## src/rtl/flowtbl_pkg.sv

```systemverilog
// Shared types for the flow-table lookup: FSM states, entry record and key field layout.
package flowtbl_pkg;

  localparam int KEY_W_DEF  = 116;
  localparam int NPORT_DEF  = 4;

  // Key layout, LSB first: srcip | dstip | srcmac | ingress port
  localparam int SRCIP_LSB  = 0;
  localparam int DSTIP_LSB  = 32;
  localparam int SRCMAC_LSB = 64;
  localparam int INPORT_LSB = 112;

  typedef enum logic {
    ST_IDLE,
    ST_SEARCH
  } state_e;

  typedef struct packed {
    logic                 valid;
    logic [KEY_W_DEF-1:0] key;
    logic [KEY_W_DEF-1:0] mask;
    logic [NPORT_DEF-1:0] port;
  } flow_entry_t;

  function automatic logic [KEY_W_DEF-1:0] make_key(input logic [3:0]  inport,
                                                    input logic [47:0] srcmac,
                                                    input logic [31:0] dstip,
                                                    input logic [31:0] srcip);
    return {inport, srcmac, dstip, srcip};
  endfunction

endpackage

```

## src/rtl/flowtbl_mem.sv

```systemverilog
// Flow-table storage: register array, synchronous write, asynchronous indexed read.
module flowtbl_mem
  import flowtbl_pkg::*;
#(
  parameter int NENTRY = 16,
  parameter int KEY_W  = 116,
  parameter int NPORT  = 4,
  localparam int IDX_W = $clog2(NENTRY)
) (
  input  logic             clk,
  input  logic             rst_n,
  input  logic             wr_en,
  input  logic [IDX_W-1:0] wr_addr,
  input  logic             wr_valid,
  input  logic [KEY_W-1:0] wr_key,
  input  logic [KEY_W-1:0] wr_mask,
  input  logic [NPORT-1:0] wr_port,
  input  logic [IDX_W-1:0] rd_addr,
  output logic             rd_valid,
  output logic [KEY_W-1:0] rd_key,
  output logic [KEY_W-1:0] rd_mask,
  output logic [NPORT-1:0] rd_port
);

  logic             valid_q [NENTRY];
  logic             valid_d [NENTRY];
  logic [KEY_W-1:0] key_q   [NENTRY];
  logic [KEY_W-1:0] key_d   [NENTRY];
  logic [KEY_W-1:0] mask_q  [NENTRY];
  logic [KEY_W-1:0] mask_d  [NENTRY];
  logic [NPORT-1:0] port_q  [NENTRY];
  logic [NPORT-1:0] port_d  [NENTRY];
  logic             wr_hit;

  // Out-of-range addresses exist when NENTRY is not a power of two; drop them.
  assign wr_hit = wr_en && ({1'b0, wr_addr} < (IDX_W + 1)'(NENTRY));

  always_comb begin
    valid_d = valid_q;
    key_d   = key_q;
    mask_d  = mask_q;
    port_d  = port_q;
    if (wr_hit) begin
      valid_d[wr_addr] = wr_valid;
      key_d[wr_addr]   = wr_key;
      mask_d[wr_addr]  = wr_mask;
      port_d[wr_addr]  = wr_port;
    end
  end

  always_ff @(posedge clk or negedge rst_n) begin
    if (!rst_n) begin
      for (int i = 0; i < NENTRY; i++) valid_q[i] <= 1'b0;
    end else begin
      valid_q <= valid_d;
    end
  end

  // Payload storage carries no reset; only the valid bits gate matches.
  always_ff @(posedge clk) begin
    key_q  <= key_d;
    mask_q <= mask_d;
    port_q <= port_d;
  end

  assign rd_valid = valid_q[rd_addr];
  assign rd_key   = key_q[rd_addr];
  assign rd_mask  = mask_q[rd_addr];
  assign rd_port  = port_q[rd_addr];

endmodule

```

## src/rtl/flowtbl_lookup.sv

```systemverilog
// Flow-table lookup: linear priority search, one entry per cycle, lowest index wins.
module flowtbl_lookup
  import flowtbl_pkg::*;
#(
  parameter int               NENTRY    = 16,
  parameter int               NPORT     = 4,
  parameter int               KEY_W     = 116,
  parameter logic [NPORT-1:0] MISS_PORT = '1,
  localparam int              IDX_W     = $clog2(NENTRY)
) (
  input  logic             sys_clk,
  input  logic             sys_rst_n,
  input  logic             of_lookup_req,
  input  logic [KEY_W-1:0] of_lookup_data,
  output logic             of_lookup_busy,
  output logic             of_lookup_ack,
  output logic             of_lookup_err,
  output logic             of_lookup_miss,
  output logic [NPORT-1:0] of_lookup_fwd_port,
  input  logic             tbl_wr_en,
  input  logic [IDX_W-1:0] tbl_wr_addr,
  input  logic             tbl_wr_valid,
  input  logic [KEY_W-1:0] tbl_wr_key,
  input  logic [KEY_W-1:0] tbl_wr_mask,
  input  logic [NPORT-1:0] tbl_wr_port
);

  state_e           state_q, state_d;
  logic [IDX_W-1:0] idx_q, idx_d;
  logic [KEY_W-1:0] key_q, key_d;
  logic             ack_q, ack_d;
  logic             err_q, err_d;
  logic             miss_q, miss_d;
  logic [NPORT-1:0] fwd_q, fwd_d;

  logic             rd_valid;
  logic [KEY_W-1:0] rd_key;
  logic [KEY_W-1:0] rd_mask;
  logic [NPORT-1:0] rd_port;
  logic             match;

  flowtbl_mem #(
    .NENTRY (NENTRY),
    .KEY_W  (KEY_W),
    .NPORT  (NPORT)
  ) u_mem (
    .clk      (sys_clk),
    .rst_n    (sys_rst_n),
    .wr_en    (tbl_wr_en),
    .wr_addr  (tbl_wr_addr),
    .wr_valid (tbl_wr_valid),
    .wr_key   (tbl_wr_key),
    .wr_mask  (tbl_wr_mask),
    .wr_port  (tbl_wr_port),
    .rd_addr  (idx_q),
    .rd_valid (rd_valid),
    .rd_key   (rd_key),
    .rd_mask  (rd_mask),
    .rd_port  (rd_port)
  );

  // Mask bit set means the key bit must match.
  assign match = rd_valid && (((key_q ^ rd_key) & rd_mask) == '0);

  always_comb begin
    state_d = state_q;
    idx_d   = idx_q;
    key_d   = key_q;
    ack_d   = 1'b0;
    err_d   = 1'b0;
    miss_d  = 1'b0;
    fwd_d   = fwd_q;
    unique case (state_q)
      ST_IDLE: begin
        if (of_lookup_req) begin
          key_d   = of_lookup_data;
          idx_d   = '0;
          state_d = ST_SEARCH;
        end
      end
      ST_SEARCH: begin
        if (match) begin
          ack_d   = 1'b1;
          fwd_d   = rd_port;
          err_d   = (rd_port == '0);
          state_d = ST_IDLE;
        end else if (idx_q == IDX_W'(NENTRY - 1)) begin
          ack_d   = 1'b1;
          miss_d  = 1'b1;
          fwd_d   = MISS_PORT;
          state_d = ST_IDLE;
        end else begin
          idx_d = idx_q + IDX_W'(1);
        end
      end
      default: state_d = ST_IDLE;
    endcase
  end

  always_ff @(posedge sys_clk or negedge sys_rst_n) begin
    if (!sys_rst_n) begin
      state_q <= ST_IDLE;
      idx_q   <= '0;
      ack_q   <= 1'b0;
      err_q   <= 1'b0;
      miss_q  <= 1'b0;
      fwd_q   <= '0;
    end else begin
      state_q <= state_d;
      idx_q   <= idx_d;
      ack_q   <= ack_d;
      err_q   <= err_d;
      miss_q  <= miss_d;
      fwd_q   <= fwd_d;
    end
  end

  always_ff @(posedge sys_clk) begin
    key_q <= key_d;
  end

  assign of_lookup_busy     = (state_q == ST_SEARCH);
  assign of_lookup_ack      = ack_q;
  assign of_lookup_err      = err_q;
  assign of_lookup_miss     = miss_q;
  assign of_lookup_fwd_port = fwd_q;

endmodule

```

## config.mk

```make
export PLATFORM = sky130hd
export DESIGN_NAME = flowtbl_lookup
export DESIGN_NICKNAME = d
export VERILOG_FILES = /design/src/rtl/flowtbl_pkg.sv /design/src/rtl/flowtbl_mem.sv /design/src/rtl/flowtbl_lookup.sv
export SDC_FILE = /design/constraint.sdc
export NUM_CORES = 2
export LEC_CHECK = 0
export CAP_MARGIN = 0
export CORE_UTILIZATION = 35
export CTS_CLUSTER_SIZE = 20
export DETAILED_ROUTE_END_ITERATION = 6
export PLACE_DENSITY_LB_ADDON = 0.12
export SYNTH_ARGS = -nofsm -noshare
export SYNTH_HDL_FRONTEND = slang
export SYNTH_HIERARCHICAL = 1
export SYNTH_SLANG_ARGS = --single-unit
```

## constraint.sdc

```tcl
create_clock -name sys_clk -period 7.44 [get_ports sys_clk]
set_input_delay 0.744 -clock sys_clk [delete_from_list [all_inputs] [get_ports sys_clk]]
set_output_delay 0.744 -clock sys_clk [all_outputs]
set_load 0.05 [all_outputs]
```

==> results.md <==
Clocking:
- The deepest clock path buffer count is 4.
- The number of clock sinks is 3920.
- The tree is rooted in a sky130_fd_sc_hd__clkbuf_16.
- The clock buffer count from CTS is about 430.
- The number of buffers added to fix hold violations after cts is 0.
- For the worst-skew pair, the clock arrives at the later sink with an insertion delay of 1.00 ns.
- The number of H-tree levels is 5.
- The quantity of gates resized following cts is 0.
- The clock tree from TritonCTS is done.
- The clock transition at the registers of the reported paths is approximately 0.06 ns.
- The post-CTS setup buffer count is 0.

Critical path:
- Among cell families on the critical path, the largest total delay comes from simple AND/OR/NAND/NOR gates.
- The worst-case register-to-register setup slack is 1.76 ns.
- The worst setup path is captured at a register.
- In this run the critical register-to-register path is launched from idx_q[1]$_DFFE_PN0P_.
- In this run the critical register-to-register path is captured at idx_q[0]$_DFFE_PN0P_.
- On the worst path, the slowest cell contributes a delay of around 0.9 ns.
- Walking the worst path, the cells encountered are buf_12, buf_12, mux4_2, a22oi_1, nand2_1, xor2_1, a22oi_1, nand4_1, nor4_4, nand4_4, and4b_1, or3_1.
- The critical-path cell with the highest stage delay is sky130_fd_sc_hd__dfrtp_4.
- The length in cells of the worst reg-to-reg path is 12.
- The worst path buffer plus inverter count is 2.
- The data arrival time of the critical path is between 6 and 7 ns.
- The path type of the worst setup path is reg -> reg.
- The worst setup path is launched from a register.
- The required time at the worst-slack endpoint is 8.27 ns.
- In this run the worst path has a maximum fanout of 78.

STA:
- The maximum clock frequency is between 150 and 200 MHz.
- The total of endpoints with negative setup slack in the final report is 0.
- Setup repair after global routing left no endpoint under its margin.
- The final period demand of the worst path is between 5 and 6 ns.
- The worst clock skew is between 0.06 and 0.07 ns.
- The tightest slew margin relative to the limit is 0.119.
- The number of failing hold endpoints at the final stage is 0.
- For the pin with the worst max-slew slack, the measured transition is approximately 1.3 ns.
- The final clock period utilization by the worst path is 0.764.
- The number of max-slew violations in the final report is 0.

Detailed routing:
- The via-per-instance ratio is 5.52.
- The first-pass iteration count of the detailed router is 7.
- The first routing iteration left just under 7000 violations.
- Summed over all layers, the routed wires come to ~460000 µm.
- Once detail routing completed, the nets flagged for antenna violations numbered 0.
- The post-detailed-route DRC marker count is 0.
- Summing over every cut layer, the via total after detailed routing is around 71000.
- The routed wire length per instance is between 30 and 40 µm.

Synth:
- Yosys mapped a number of flops with a built-in enable equal to slightly below 4000.
- The leading register cell type out of synthesis is sky130_fd_sc_hd__edfxtp_1.
- The gate count of the mapped netlist is roughly 6300.
- A synthesized cell averages 23.4 µm².
- The Yosys warning count is 6.
- The cell area that synthesis handed to floorplanning was between 100000 and 150000 µm².
- Synthesis produced a netlist with a net count of 6671.
- The number of distinct library cell variants in the gate-level netlist after synthesis is between 40 and 50.
- The portion of the post-synthesis area used by sequential elements is 0.797.
- The synthesized design contains between 3000 and 4000 register bits.
- By area the synthesized netlist is led by sky130_fd_sc_hd__edfxtp_1 79%, sky130_fd_sc_hd__mux4_2 14%, sky130_fd_sc_hd__a22oi_1 1.9%, sky130_fd_sc_hd__o22ai_1 0.70%, sky130_fd_sc_hd__xor2_1 0.69%.
- The library cell occupying the most area in the post-synthesis netlist is sky130_fd_sc_hd__edfxtp_1.
- The post-synthesis async set-or-reset flop share is 0.00714.
- Of the post-synthesis cell area, the dominant cell type holds 0.792.

Floorplan:
- The number of top-level pins is between 300 and 400.
- The die is between 600 and 700 µm wide.
- The initial core utilization is 0.351.
- After floorplanning, the core was sized to cover approximately 420000 µm².
- The floorplan step defined a die boundary enclosing 424000 µm².
- The height of the die is 651 µm.
- The number of standard-cell rows in the floorplan is 238.

Layout:
- From synthesis to final layout, the design area changed by 17.3%.
- With fillers left out, the area of the finished cells amounts to around 170000 µm².
- Of the cells placed in the final design, the portion with a size suffix greater than 1 is 0.244.
- The final net count is roughly 7400.
- Registers take between 100000 and 150000 µm².
- The multi-input logic area is 28500 µm².
- The count of filler cells inserted in the layout is around 37000.

Global route:
- The total overflow left after global routing is 0.
- The via count of the first global-routing pass was about 73000.
- The first-pass GRT wire length is 628000 µm.
- The total global routing track utilization is 0.214.
- The pin count of the biggest net entering global routing is 96.
- The number of antenna violations at the first check in global routing is roughly 120.

Run status:
- The flow ran to the end, and the final reports show no timing, DRC or antenna violations.

Power:
- The power density over the cells is ~380 nW/µm².
- The completed layout was analyzed and its total power is 65.3 mW.
- The worst IR drop on VDD is 300 µV.
- The cell leakage power is 53.9 nW.

Placed design:
- The final RePlAce weighted congestion is about 0.77.
- Input and output buffers added on the ports amount to 368.
- The post-detailed-placement half-perimeter wirelength is between 200000 and 300000 µm.
- The instance area after placement is around 160000 µm².

Hold path:
- The worst hold path belongs to the class in -> async.

Flow run:
- The number of maximum-capacitance violations is 0.
==> Yosys cell counts, drive strengths merged (2+ instances only) <==
cell / count
nand3: 5
buf: 234
o22ai: 164
xor2: 116
nor2: 102
nor4: 5
edfxtp: 3892
a22oi: 364
o32a: 4
or3: 2
nand4: 24
a41o: 20
mux2: 16
a21oi: 4
nand2b: 7
nand3b: 3
and2: 3
mux2i: 81
nand2: 183
a31o: 2
or2: 3
clkbuf: 91
mux4: 908
dfrtp: 28
a22o: 20
nor3: 7
nor2b: 8
==> through the flow <==
step / hold slack [ns] / util / TNS, ns / setup slack (ns) / instances
CTS: 0.188 / 0.412 / 0 / 1.69 / 12900
global route: 0.243 / 0.412 / 0 / 1.54 / 12900
floorplan: 0.448 / - / -369.05 / -0.863 / 6309
finish: 0.264 / 0.412 / 0 / 1.76 / 12900
global placement: 0.485 / 0.379 / 0 / 1.68 / 12100
detailed placement: 0.496 / 0.379 / 0 / 1.71 / 12100
==> state kept, by name, indices dropped and copies added, names as in the netlist, 4 cells and up <==
register            flops
idx_q                   4
key_q                 116
of_lookup_fwd_port      4
u_mem/key_q          1856
u_mem/mask_q         1856
u_mem/port_q           64
u_mem/valid_q          16
==> worst max-delay path by stage <==
stage | from | endpoint | slack (ns) | cells after the start
after CTS | idx_q[0]$_DFFE_PN0P_ | idx_q[0]$_DFFE_PN0P_ | 1.69 | 13
after global routing | idx_q[0]$_DFFE_PN0P_ | idx_q[0]$_DFFE_PN0P_ | 1.54 | 13
final | idx_q[1]$_DFFE_PN0P_ | idx_q[0]$_DFFE_PN0P_ | 1.76 | 12
after floorplan | tbl_wr_addr[1] | u_mem/valid_q[11]$_DFFE_PN0P_ | -0.86 | 3
after global placement | idx_q[0]$_DFFE_PN0P_ | idx_q[0]$_DFFE_PN0P_ | 1.68 | 13
after detailed placement | idx_q[0]$_DFFE_PN0P_ | idx_q[0]$_DFFE_PN0P_ | 1.71 | 13
==> metal layers <==
| layer | GRT usage | wire, µm | vias to the layer above |
|---|---|---|---|
| li1 | - | - | 28600 |
| met1 | 0.297 | 199000 | 39700 |
| met2 | 0.358 | 226000 | 2180 |
| met3 | 0.0337 | 24900 | 714 |
| met4 | 0.0452 | 10800 | 60 |
| met5 | 0 | 391 | - |
==> cells in the final DEF (no fill, tap or decap), drive strengths merged, types with 2 or more instances in the layout <==
cell type      instances
buf                  224
nor3                   7
nor2                 102
a21oi                  4
a41o                  20
clkinv               212
mux2                  16
nand4                 24
a31o                   2
or3                    2
edfxtp              3892
nand2b                 7
nor4                   5
a22o                  20
clkbuf               516
dfrtp                 28
xor2                 116
or2                    3
inv                   12
bufinv                43
a22oi                364
o32a                   4
nor2b                  8
mux4                 908
o22ai                164
clkinvlp               9
clkdlybuf4s50        368
nand3b                 3
mux2i                 81
nand3                  5
nand2                183
diode                 22
and2                   3
==> area by class of cell <==
class | instances | area share
flip-flops and latches | 3920 | 0.679
inverters | 2 | 0.0000434
multi-input cells | 2062 | 0.165
clock inverters | 274 | 0.0157
clock buffers | 516 | 0.0643
repair buffers | 592 | 0.0355
well taps | 5520 | 0.0399
diodes | 22 | 0.000318
==> cell families (layout without fill, tap and decap cells) <==
group                    Yosys count  after routing  synth area share
buffers and inverters            327           1384            0.0112
adder cells (fa/ha/maj)            1              1         0.0000848
AND/OR/NAND/NOR                  357            357            0.0107
AO/OA/AOI/OAI                    583            583            0.0288
other                              0             22                 0
XOR/XNOR                         116            116           0.00689
flip-flops                      3920           3920             0.797
multiplexers                    1005           1005             0.145
==> report_power, final <==
group / switching (mW) / leakage (nW) / total [mW] / internal [mW]
sequential: 0.422 / 35.5 / 25.3 / 24.9
clock: 8.83 / 6.77 / 21.0 / 12.2
combinational: 12.1 / 11.6 / 19.0 / 6.96
Power figures use the tool's default switching activity.
